## src/rtl/wb_port_arbiter.sv

```systemverilog
// Register-file write-port arbiter: the pipeline WB result always wins, mult/div results queue
// in a FIFO and drain on idle cycles. Optional md->rf bypass via the WB_ARB_BYPASS_EN macro.
module wb_port_arbiter #(
  parameter int DW       = 32,
  parameter int AW       = 5,
  parameter int DEPTH    = 4,
  parameter int MAX_WAIT = 8
) (
  input  logic          clk,
  input  logic          rst,
  input  logic          pipe_wr_en,
  input  logic [AW-1:0] pipe_wr_addr,
  input  logic [DW-1:0] pipe_wr_data,
  input  logic          md_valid,
  output logic          md_ready,
  input  logic [AW-1:0] md_wr_addr,
  input  logic [DW-1:0] md_wr_data,
  output logic          rf_wr_en,
  output logic [AW-1:0] rf_wr_addr,
  output logic [DW-1:0] rf_wr_data,
  output logic          stall_req,
  output logic          md_pending,
  output logic          proto_err
);

  localparam int PW = $clog2(DEPTH);
  localparam int CW = $clog2(MAX_WAIT);
  localparam logic [0:0] ARB    = 1'b0;
  localparam logic [0:0] STARVE = 1'b1;

  logic [AW-1:0] addr_mem [DEPTH];
  logic [DW-1:0] data_mem [DEPTH];
  logic [PW-1:0] wr_ptr;
  logic [PW-1:0] rd_ptr;
  logic [PW:0]   count;
  logic [0:0]    state;
  logic [CW-1:0] wait_cnt;

  logic pipe_take;
  logic md_take;
  logic bypass_take;
  logic push;
  logic pop;
  logic blocked;

  assign md_ready   = (count != (PW+1)'(DEPTH));
  assign md_pending = (count != '0);
  assign stall_req  = (state == STARVE);

  always_comb begin
    pipe_take = pipe_wr_en && (pipe_wr_addr != '0);
    // r0 writes complete the handshake but are otherwise discarded
    md_take   = md_valid && md_ready && (md_wr_addr != '0);
    pop       = !pipe_take && (count != '0);
`ifdef WB_ARB_BYPASS_EN
    bypass_take = !pipe_take && (count == '0) && md_take;
`else
    bypass_take = 1'b0;
`endif
    push      = md_take && !bypass_take;
    blocked   = (count != '0) && !pop;
  end

  always_ff @(posedge clk) begin
    if (push) begin
      addr_mem[wr_ptr] <= md_wr_addr;
      data_mem[wr_ptr] <= md_wr_data;
    end
  end

  always_ff @(posedge clk or posedge rst) begin
    if (rst) begin
      wr_ptr <= '0;
      rd_ptr <= '0;
      count  <= '0;
    end else begin
      if (push) wr_ptr <= wr_ptr + 1'b1;
      if (pop)  rd_ptr <= rd_ptr + 1'b1;
      case ({push, pop})
        2'b10:   count <= count + 1'b1;
        2'b01:   count <= count - 1'b1;
        default: count <= count;
      endcase
    end
  end

  always_ff @(posedge clk or posedge rst) begin
    if (rst) begin
      rf_wr_en   <= 1'b0;
      rf_wr_addr <= '0;
      rf_wr_data <= '0;
    end else if (pipe_take) begin
      rf_wr_en   <= 1'b1;
      rf_wr_addr <= pipe_wr_addr;
      rf_wr_data <= pipe_wr_data;
    end else if (pop) begin
      rf_wr_en   <= 1'b1;
      rf_wr_addr <= addr_mem[rd_ptr];
      rf_wr_data <= data_mem[rd_ptr];
    end else if (bypass_take) begin
      rf_wr_en   <= 1'b1;
      rf_wr_addr <= md_wr_addr;
      rf_wr_data <= md_wr_data;
    end else begin
      rf_wr_en   <= 1'b0;
    end
  end

  // Starvation timer: one bubble after MAX_WAIT blocked cycles of a non-empty head
  always_ff @(posedge clk or posedge rst) begin
    if (rst) begin
      state     <= ARB;
      wait_cnt  <= '0;
      proto_err <= 1'b0;
    end else begin
      case (state)
        ARB: begin
          if (!blocked) begin
            wait_cnt <= '0;
          end else if (wait_cnt == CW'(MAX_WAIT-1)) begin
            state    <= STARVE;
            wait_cnt <= '0;
          end else begin
            wait_cnt <= wait_cnt + 1'b1;
          end
        end
        default: begin
          if (pipe_wr_en) proto_err <= 1'b1;
          state    <= ARB;
          wait_cnt <= '0;
        end
      endcase
    end
  end

endmodule

```

## config.mk

```make
export PLATFORM = sky130hd
export DESIGN_NAME = wb_port_arbiter
export DESIGN_NICKNAME = d
export VERILOG_FILES = /design/src/rtl/wb_port_arbiter.sv
export SDC_FILE = /design/constraint.sdc
export NUM_CORES = 1
export LEC_CHECK = 0
export CORE_MARGIN = 3
export CORE_UTILIZATION = 35
export DETAILED_ROUTE_END_ITERATION = 6
export MAX_ROUTING_LAYER = met4
export SYNTH_ARGS = -nofsm -noshare
export SYNTH_HDL_FRONTEND = slang
export SYNTH_SLANG_ARGS = --single-unit
```

## constraint.sdc

```tcl
create_clock -name clk -period 3.21 [get_ports clk]
set_input_delay 0.642 -clock clk [delete_from_list [all_inputs] [get_ports clk]]
set_output_delay 0.642 -clock clk [all_outputs]
set_load 0.01 [all_outputs]
```

**Word-level counts from Yosys, hierarchy flattened**

Memories as Yosys holds them, arrays and structs flattened.
Index checks and enable logic that the tools add are counted.

- Mux-type cells: 15
- Multipliers: 0
- Div/mod/pow operators: 0
- Shifts and indexed selects: 0
- Eq/ne operators: 4
- Add/subtract/negate cells: 5
- Bitwise operators: 0
- Reductions and logical operators: 13
- Magnitude comparators: 0

Operator list:

| operator | count |
|---|---|
| 32-bit 2-to-1 mux | 2 |
| 5-bit 2-to-1 mux | 2 |
| 5-bit nonzero test | 2 |
| 3-bit 2-to-1 mux | 3 |
| 1-bit 2-to-1 mux | 7 |
| 3-bit by 1-bit adder with 3-bit output, second input constant | 2 |
| 3-bit one-hot mux with 2 select lines | 1 |
| 1-bit logical AND | 5 |
| 2-bit by 1-bit adder with 2-bit output, second input constant | 2 |
| 2-bit nonzero test | 2 |
| 3-bit equality test, second input constant | 1 |
| 3-bit inequality test, second input constant | 1 |
| 3-bit nonzero test | 1 |
| 3-bit by 1-bit subtractor with 3-bit output, second input constant | 1 |
| 2-bit by 1-bit equality test with 1-bit output, second input constant | 1 |
| 2-bit equality test, second input constant | 1 |
| 1-bit zero test | 2 |
| 2-bit AND reduction | 1 |

- Memories: 2
- Latch bits: 0
- Bits in read-only memories: 0
- Input bits: 78
- Word-level logic and storage cells: 48
- Register bits after elaboration: 50
- Output and inout port bits: 42
- Bits in writable memories: 148

Memories:

| name | depth | width | rd ports | clocked after Yosys merged registers in | wr ports | RTL line | text |
|---|---|---|---|---|---|---|---|
| data_mem | 4 | 32 | 1 | 0 | 1 | 32 | `logic [DW-1:0] data_mem [DEPTH];` |
| addr_mem | 4 | 5 | 1 | 0 | 1 | 31 | `logic [AW-1:0] addr_mem [DEPTH];` |

**Depth between registers and ports, before layout**

Gate-level depths: netlist of run 1.

- Depth in word-level cells: 8
- Depth in mapped cells: 10
- Gate-level depth less buffers: 10

**Least setup slack after synthesis of run 1**

OpenSTA, ideal clock, no wires.

- Path type: input -> register
- From: in pipe_wr_addr[0]
- To: reg count[2]
- Library setup time: 0.079 ns
- Buffers on the path: 0
- Path slack: 0.639 ns
- Cell stages on the path: 9
- Data required time: 3.131 ns
- Data arrival time: 2.492 ns
- Path through: or4_4 > o21ai_4 > and2_1 > ha_1 > inv_1 > fa_1 > xor2_1 > nor2_1 > xor2_1

- Longest elaborated chain between the ends: 6
- Elaborated cells between the ends (all ways): 8
- Those cells by class: eq/ne: 2; mux: 1; reduce/logical: 5

Ends and longest elaborated chain:

| what | RTL line | text |
|---|---|---|
| from (decl) | 12 | `input logic [AW-1:0] pipe_wr_addr,` |
| 5-bit nonzero test * | 51 | `pipe_take = pipe_wr_en && (pipe_wr_addr != '0);` |
| 1-bit logical AND * | 51 |  |
| 1-bit zero test * | 54 | `pop = !pipe_take && (count != '0);` |
| 1-bit logical AND * | 54 |  |
| named net pop | 43 | `logic pop;` |
| 2-bit by 1-bit equality test with 1-bit output / 2-bit equality test (equally long branches) | 79 | `case ({push, pop})` |
| 3-bit one-hot mux with 2 select lines / 2-bit nonzero test (equally long branches) | -- |  |
| to (signal assigned) | 80 | `2'b10: count <= count + 1'b1;` |
| to (signal assigned) | 81 | `2'b01: count <= count - 1'b1;` |
| to (signal assigned) | 82 | `default: count <= count;` |
| to (decl) | 35 | `logic [PW:0] count;` |

Mark *: on every way through the listed nets, which the timed path passes. The rest lies on a longest branch.
A chain may end at the register's enable or synchronous reset.

**Worst setup path in the final report of run 1**

Ends and elaborated chain as after synthesis.

==> results.cfg, run 1 <==
[sta]
fin_setup_tns_ns = 0
final_max_slew_viol_count = 0
worstMarginPinSlew_ns = 1.02
finalCritPeriodShare_pct = 83.4
hold_violations = 0
maxSlewHeadroom_pct = 32.0
setup_violations = 0
rsz0062_at_grt = false
clock_skew_ns = 0.00924
fmax_mhz = 374
period_needed_ns = 2.68

[synth]
syn_area_sq_um = 7660
synth_compound_area_share_pct = 3.53
synth-xor-area-share_pct = 0.686
yosys.area.top_type_share_pct = 58.0
synth_cell_types = 28
netlist_top_cells_count = edfxtp_1, nand2_1, dfrtp_1
ys_seq_elements = 198
synth_edf_count = 148
synthAdderAreaFrac_pct = 1.41
synth_area_per_cell_sq_um = 17.1
yosysMostFrequentCell = edfxtp_1
synth_top_family_by_area = multiplexers
synth_seq_area_share_pct = 74.4
synth_nets = 535
synthFlopType = edfxtp_1
ys.warnings.count = 0
synth_area_leaders = edfxtp_1, dfrtp_1, mux4_2
syn_inst = 449
synthArstFlopShare_pct = 25.3
muxShareOfSynthArea_pct = 11.2
yosysTopAreaCell = edfxtp_1
yosys.area_share.simple_pct = 6.77

[clock_tree]
cts_root_buf = clkbuf_16
cts_tree = done
cts_inserted_buffers = 17
cts_hold_buffers = 0
cts_resized = 0
clkTransAtPathRegs_ns = 0.07
post-cts-setup-buffers = 0
htree_levels = 4
clk_latency_ns = 0.42
cts_num_sinks = 198
cts_buffer_depth = 2

[grt]
grt_max_degree = 78
grt_pass1_vias = 4641
grt_overflow = 0
antenna_found_initial = 0
track_usage_pct = 14.7
grt_pass1_wl_um = 26100

[critical_path]
required_ns = 3.56
cp_cell_sequence = clkdlybuf4s50_1 -> or4_4 -> o21ai_4 -> and2_1 -> ha_1 -> inv_1 -> fa_1 -> xor2_1 -> nor2_1 -> xor2_1
cp_common_cell = xor2_1
cp-start-kind = primary input
max_stage_delay_ns = 0.55
crit_slowest_cell = or4_4
cp-end-kind = register
crit_fanout = 2
critPathKind = primary input to register
crit_arrival_ns = 3.03

[die]
dieArea_sq_um = 23700
pin_count = 120
fp.dieH_um = 154
core_area_sq_um = 21300
num_rows = 53
die_x_um = 154
start_util_pct = 36.0

[worst_hold_path]
hold_class = register to register

[route]
first_pass_iters = 4
postRouteAntennaNets = 0
drc = 0
drtIter0Drc = 232
wl_per_cell_um = 18.8
vias = 4330
wl_um = 16300
vias_per_cell = 5.01

[place]
place_hpwl_um = 10500
gp_congestion = 0.757
port_buffers = 119

[final_layout]
drive_gt1_share_pct = 15.9
fillCellCount = 1815
num_antenna_cells = 0
postLayoutCoreUtil_pct = 46.2
multiInputGateArea_sq_um = 1810
syn2layout_area_growth_pct = 28.3
layout.nets = 663
register_area_sq_um = 5700

[run_status]
status = completed

[power_and_ir_drop]
vdd.ir_drop.worst_mv = 0.341
power_leakage_nw = 3.49
pwr_density_cell_nw_per_um2 = 858

[flow_run]
maxCapViolations = 0
==> worst paths after layout <==
kind	depth (start not counted)	slack, ns	to	startpoint
worst max-delay path	10	0.53	count[2]	pipe_wr_addr[0]
worst min-delay path	1	0.46	proto_err	proto_err
worst max register to register	10	1.17	count[2]	count[1]
worst min register to register	1	0.46	proto_err	proto_err
max in group asynchronous	3	1.83	rd_ptr[1]	rst
min in group asynchronous	2	0.51	rf_wr_en	rst
==> stage by stage <==
step | cells | instance area [sq um] | worst slack, ns | hold WS [ns] | power [mW]
final | 865 | 9820 | 0.534 | 0.463 | 8.43
after global routing | 865 | 9820 | 0.432 | 0.495 | 8.93
after CTS | 865 | 9820 | 0.559 | 0.464 | 8.57
after detailed placement | 833 | 9190 | 0.127 | 0.447 | 6.33
after global placement | 833 | 9190 | 0.160 | 0.424 | 6.22
after floorplan | 449 | 7660 | 0.639 | 0.414 | 5.21
==> power by group <==
group          internal [mW]  switching, mW
Sequential              3.41          0.341
Combinational           1.26           1.20
Clock                   1.31          0.909
==> area by class of cell <==
type                            instances  share of cell area (%)
Timing Repair Buffer                  133                    13.3
Multi-Input combinational cell        219                    18.5
Inverter                                8                   0.306
Clock inverter                         14                    2.05
Tap cell                              275                    3.50
Sequential cell                       198                    58.0
Clock buffer                           18                    4.37
==> state kept, by name, indices dropped and copies added (netlist names) <==
name        cells
rf_wr_addr      5
data_mem      128
stall_req       1
rf_wr_data     32
wait_cnt        3
wr_ptr          2
count           3
proto_err       1
addr_mem       20
rf_wr_en        1
rd_ptr          2
==> critical path: cells and delay by family <==
family	cells	cell delay, ns
AO/OA/AOI/OAI	1	0.14
buffers and inverters	2	0.50
AND/OR/NAND/NOR	3	0.86
adder cells (fa/ha/maj)	2	0.58
XOR/XNOR	2	0.31
==> per-layer routing <==
metal	up-vias	part of all wire [%]	GRT usage [%]
met2	118	49	23.4
met3	16	4.7	3.52
met4	0	0.88	2.94
met1	2245	45	19.7
li1	1951	-	-
met5	-	0	-
==> kinds of logic after synthesis <==
| kind of cell | after synthesis |
|---|---|
| flip-flops | 198 |
| multiplexers | 39 |
| buffers and inverters | 32 |
| XOR/XNOR | 6 |
| AND/OR/NAND/NOR | 126 |
| adder cells (fa/ha/maj) | 8 |
| AO/OA/AOI/OAI | 40 |
==> cells in the final DEF (no fill, tap or decap), drive strengths merged <==
master	n
a21o	1
or4	2
dfrtp	50
nor3	2
inv	10
bufinv	4
nor2	36
a31oi	35
mux2i	1
fa	1
clkdlybuf4s50	119
and3b	1
mux4	37
nand2	73
xnor2	3
nor3b	1
o211a	1
and2	7
clkbuf	18
buf	14
xor2	3
clkinv	6
nand3	4
clkinvlp	2
mux2	1
a32oi	2
ha	7
edfxtp	148
o21ai	1
Power figures use the tool's default switching activity.
==> inputs of run 2 (changes only) <==
==> constraint.sdc (replaced) <==
create_clock -name clk -period 2.6 [get_ports clk]
set_input_delay 0.52 -clock clk [delete_from_list [all_inputs] [get_ports clk]]
set_output_delay 0.52 -clock clk [all_outputs]
set_load 0.01 [all_outputs]
==> results.cfg, run 2 (synthesized netlist as in run 1, its figures left out) <==
[route]
drtIter0Drc = 266
wl_um = 16000
first_pass_iters = 4
drc = 0
vias_per_cell = 4.88
wl_per_cell_um = 18.3
postRouteAntennaNets = 0
vias = 4261

[clock_tree]
cts_resized = 0
cts_hold_buffers = 0
post-cts-setup-buffers = 0
htree_levels = 4
cts_root_buf = clkbuf_16
clk_latency_ns = 0.43
clkTransAtPathRegs_ns = 0.07
cts_buffer_depth = 2
cts_inserted_buffers = 17
cts_tree = done
cts_num_sinks = 198

[final_layout]
postLayoutCoreUtil_pct = 46.7
layout.nets = 671
syn2layout_area_growth_pct = 29.9
largest_register_ffs = 128
reg.largest.list = data_mem (128), rf_wr_data (32), addr_mem (20)
top_register = data_mem
finalInstanceArea_sq_um = 9950
stdcell_count = 873
num_antenna_cells = 0
drive_gt1_share_pct = 16.9
final_cell_mix = edfxtp_1, clkdlybuf4s50_1, nand2_1
fillCellCount = 1808
final_common_cell = edfxtp_1

[place]
gp_congestion = 0.803
placed_cells = 841
place_hpwl_um = 9940
dpl_cell_area_sq_um = 9380
port_buffers = 119
post-place-ws_ns = -0.305

[sta]
clock_skew_ns = 0.0107
maxSlewHeadroom_pct = 47.8
period_needed_ns = 2.46
finalWorstSetupSlack_ns = 0.137
fmax_mhz = 406
setup_violations = 0
worstMarginPinSlew_ns = 0.783
hold_violations = 0
finalCritPeriodShare_pct = 94.7
fin_hold_ws_ns = 0.448
rsz0062_at_grt = false
final_max_slew_viol_count = 0

[critical_path]
cp-end-kind = register
worstReg2RegStart = count[0]
max_stage_delay_ns = 0.56
critPathKind = primary input to register
cp-start-kind = primary input
crit_fanout = 2
ff2ff_setup_slack_ns = 0.68
crit_buf_inv = 2
r2r_end = count[2]
required_ns = 2.95
reg2regPathDepth = 10
crit_arrival_ns = 2.82
path_delay_family = simple AND/OR/NAND/NOR gates
cp_cell_sequence = clkdlybuf4s50_1 -> or4_4 -> o21ai_4 -> and2_4 -> ha_1 -> inv_1 -> fa_1 -> xor2_1 -> nor2_1 -> xor2_1
cp_common_cell = xor2_1
crit_slowest_cell = or4_4

[worst_hold_path]
hold-path-cell-count = 1
hold_end = wait_cnt[0]
hold_class = register to register
hp-start = wait_cnt[0]

[flow_run]
maxCapViolations = 0

[die]
start_util_pct = 36.0
die_x_um = 154
core_area_sq_um = 21300
num_rows = 53
pin_count = 120
dieArea_sq_um = 23700
fp.dieH_um = 154

[grt]
track_usage_pct = 14.4
antenna_found_initial = 0
grt_overflow = 0
grt_max_degree = 78
grt_pass1_wl_um = 25300
grt_pass1_vias = 4556

[power_and_ir_drop]
power_leakage_nw = 3.54
pwr_density_cell_nw_per_um2 = 1030
vdd.ir_drop.worst_mv = 0.595

[run_status]
status = completed
## run 2: cell types whose count changed in the layout (fill, tap and decap cells not counted)
| cell | previous run | this run |
|---|---|---|
| and2_1 | 3 | 2 |
| clkinv_8 | 1 | 0 |
| clkinv_2 | 3 | 4 |
| clkbuf_8 | 0 | 4 |
| inv_6 | 2 | 0 |
| buf_4 | 13 | 11 |
| bufinv_16 | 4 | 1 |
| clkinv_4 | 2 | 1 |
| buf_12 | 1 | 11 |
| clkbuf_1 | 1 | 3 |
| and2_4 | 0 | 1 |
## run 2: metal layers
| metal | up-vias | routed length [um] | global-route usage [%] |
|---|---|---|---|
| met4 | 0 | 136 | 3.45 |
| met3 | 10 | 845 | 3.97 |
| met2 | 115 | 7950 | 23.2 |
| li1 | 1968 | - | - |
| met1 | 2168 | 7070 | 18.5 |
| met5 | - | 0 | - |
## run 2: cell type report
type	count	area (sq um)	share of cell area (%)
clock inverters	8	73.8	0.742
flip-flops and latches	198	5700	57.3
multi-input cells	219	1820	18.3
clock buffers	24	492	4.94
well taps	275	344	3.46
inverters	8	30.0	0.302
repair buffers	141	1490	15.0
## run 2: worst max-delay path by stage
stage,end,start,slack [ns],depth (start not counted)
CTS,count[2],pipe_wr_addr[0],0.13,10
floorplan,count[2],pipe_wr_addr[0],0.15,9
global route,count[2],pipe_wr_addr[0],0.03,10
detailed placement,count[2],pipe_wr_addr[0],-0.31,10
finish,count[2],pipe_wr_addr[0],0.14,10
global placement,count[2],pipe_wr_addr[0],-0.26,10
## run 2: stage by stage
step	TNS, ns	power [mW]
after floorplan	0	6.44
after CTS	0	10.4
after global placement	-1.34	7.84
after global routing	0	10.9
after detailed placement	-3.94	7.92
final	0	10.3
## run 2: power by group
part	total (mW)	internal [mW]	switching, mW
logic	3.24	1.68	1.56
clock network	2.50	1.42	1.08
registers	4.54	4.21	0.326
total	10.3	7.31	2.96
## run 2: worst reg2reg max path: stages (launching register included)
cell     delay [ns]
dfrtp_1        0.41
inv_1          0.11
nand3_1        0.11
o211a_1        0.16
inv_1          0.06
ha_1           0.16
inv_1          0.06
fa_1           0.37
xor2_1         0.15
nor2_1         0.11
xor2_1         0.14
==> inputs of run 3 (changes only) <==
--- a/config.mk
+++ b/config.mk
@@ -9,6 +9,7 @@
 export CORE_UTILIZATION = 35
 export DETAILED_ROUTE_END_ITERATION = 6
 export MAX_ROUTING_LAYER = met4
+export REMOVE_ABC_BUFFERS = 1
 export SYNTH_ARGS = -nofsm -noshare
 export SYNTH_HDL_FRONTEND = slang
 export SYNTH_SLANG_ARGS = --single-unit
==> results.cfg, run 3 (synthesized netlist as in run 1, its figures left out) <==
[run_status]
status = completed

[final_layout]
multiInputGateArea_sq_um = 1820
final_common_cell = edfxtp_1
fillCellCount = 1841
largest_register_ffs = 128
stdcell_count = 876
reg.largest.list = data_mem (128), rf_wr_data (32), addr_mem (20)
finalInstanceArea_sq_um = 9960
top_register = data_mem
drive_gt1_share_pct = 17.0
syn2layout_area_growth_pct = 30.1
register_area_sq_um = 5700
final_cell_mix = edfxtp_1, clkdlybuf4s50_1, nand2_1
layout.nets = 673

[critical_path]
crit_fanout = 2
cp-start-kind = primary input
crit_arrival_ns = 2.83
crit_slowest_cell = or4_4
max_stage_delay_ns = 0.55
critPathKind = primary input to register
cp_cell_sequence = clkdlybuf4s50_1 -> or4_4 -> o21ai_4 -> and2_4 -> ha_1 -> inv_1 -> fa_1 -> xor2_1 -> nor2_1 -> xor2_1
required_ns = 2.95
cp-end-kind = register
cp_common_cell = xor2_1

[die]
core_area_sq_um = 21300
pin_count = 120
start_util_pct = 36.0
fp.dieH_um = 154
die_x_um = 154
num_rows = 53
dieArea_sq_um = 23700

[clock_tree]
cts_tree = done
clkTransAtPathRegs_ns = 0.07
htree_levels = 4
cts_buffer_depth = 2
cts_resized = 0
cts_inserted_buffers = 17
cts_hold_buffers = 0
cts_num_sinks = 198
post-cts-setup-buffers = 0
cts_root_buf = clkbuf_16
clk_latency_ns = 0.43

[sta]
finalCritPeriodShare_pct = 95.2
fin_hold_ws_ns = 0.372
worstMarginPinSlew_ns = 0.781
final_max_slew_viol_count = 0
period_needed_ns = 2.47
maxSlewHeadroom_pct = 47.9
hold_violations = 0
setup_violations = 0
fin_setup_tns_ns = 0
clock_skew_ns = 0.0115
fmax_mhz = 404
rsz0062_at_grt = false
finalWorstSetupSlack_ns = 0.126

[route]
postRouteAntennaNets = 0
wl_per_cell_um = 18.9
drc = 0
wl_um = 16600
vias_per_cell = 4.87
first_pass_iters = 4
vias = 4269
drtIter0Drc = 234

[power_and_ir_drop]
intPower_mw = 7.17
power_leakage_nw = 3.54
p_clk_share_pct = 23.3
combPwrFrac_pct = 31.8
vdd.ir_drop.worst_mv = 0.509
swShare_pct = 30.0
netSwitchingPower_mw = 3.08
pwr_density_cell_nw_per_um2 = 1030
power_frac_seq_pct = 44.9

[grt]
grt_pass1_vias = 4712
antenna_found_initial = 1
grt_max_degree = 78
track_usage_pct = 15.0
grt_overflow = 0
grt_pass1_wl_um = 26200

[place]
gp_congestion = 0.738
place_hpwl_um = 10900
port_buffers = 119
post-place-ws_ns = -0.354
placed_cells = 843
dpl_cell_area_sq_um = 9420

[flow_run]
maxCapViolations = 0

[worst_hold_path]
hold_class = primary input to register
run 3: cell types whose count changed in the layout (fill, tap and decap cells not counted), sizes merged:
cell | before | now
clkbuf | 24 | 19
inv | 8 | 12
buf | 22 | 24
bufinv | 1 | 0
clkdlybuf4s50 | 119 | 118
clkinv | 5 | 6
clkinvlp | 2 | 3
diode | 0 | 1
dlymetal6s2s | 0 | 1
run 3: final timing paths:
kind / from / end / slack [ns] / depth (start not counted)
worst max-delay path: pipe_wr_addr[0] / count[2] / 0.13 / 10
worst min-delay path: md_wr_addr[0] / addr_mem[0][0] / 0.37 / 1
worst max register to register: count[0] / count[2] / 0.47 / 9
worst min register to register: wait_cnt[0] / wait_cnt[0] / 0.45 / 1
max in group asynchronous: rst / rd_ptr[0] / 1.51 / 3
min in group asynchronous: rst / rf_wr_data[18] / 0.41 / 2
run 3: metal layers:
layer | routed length (um) | track usage, %
met2 | 8420 | 24.7
met4 | 282 | 4.96
met5 | 0 | -
met3 | 667 | 3.21
met1 | 7180 | 18.5
run 3: worst max-delay path: cells and delay by family:
family,cells,cell delay [ns]
AOI/OAI and AO/OA,1,0.14
and+or+nand+nor,3,0.84
buffers and inverters,2,0.48
adders and majority gates,2,0.54
xor gates and xnor gates,2,0.30
run 3: layout make-up:
type,instances,share of cell area (%)
timing repair buffer,143,15.4
clock inverter,13,1.02
sequential,198,57.2
antenna,1,0.0251
clock buffer,19,4.35
tap,275,3.45
inverter,8,0.301
multi-input combinational,219,18.2
run 3: power groups by stage:
stage	registers [mW]	logic [mW]	clock network [mW]
5_1_grt	4.71	3.56	2.59
4_1_cts	4.63	3.35	2.46
3_5_place_dp	4.69	3.34	0
6_report	4.60	3.26	2.39
2_1_floorplan	4.81	1.57	0
3_3_place_gp	4.62	3.29	0
run 3: metrics by stage:
step / utilization (%) / total power [mW]
after global placement: 44.3 / 7.92
after CTS: 46.8 / 10.4
after detailed placement: 44.3 / 8.03
final: 46.8 / 10.3
after global routing: 46.8 / 10.9
after floorplan: - / 6.38
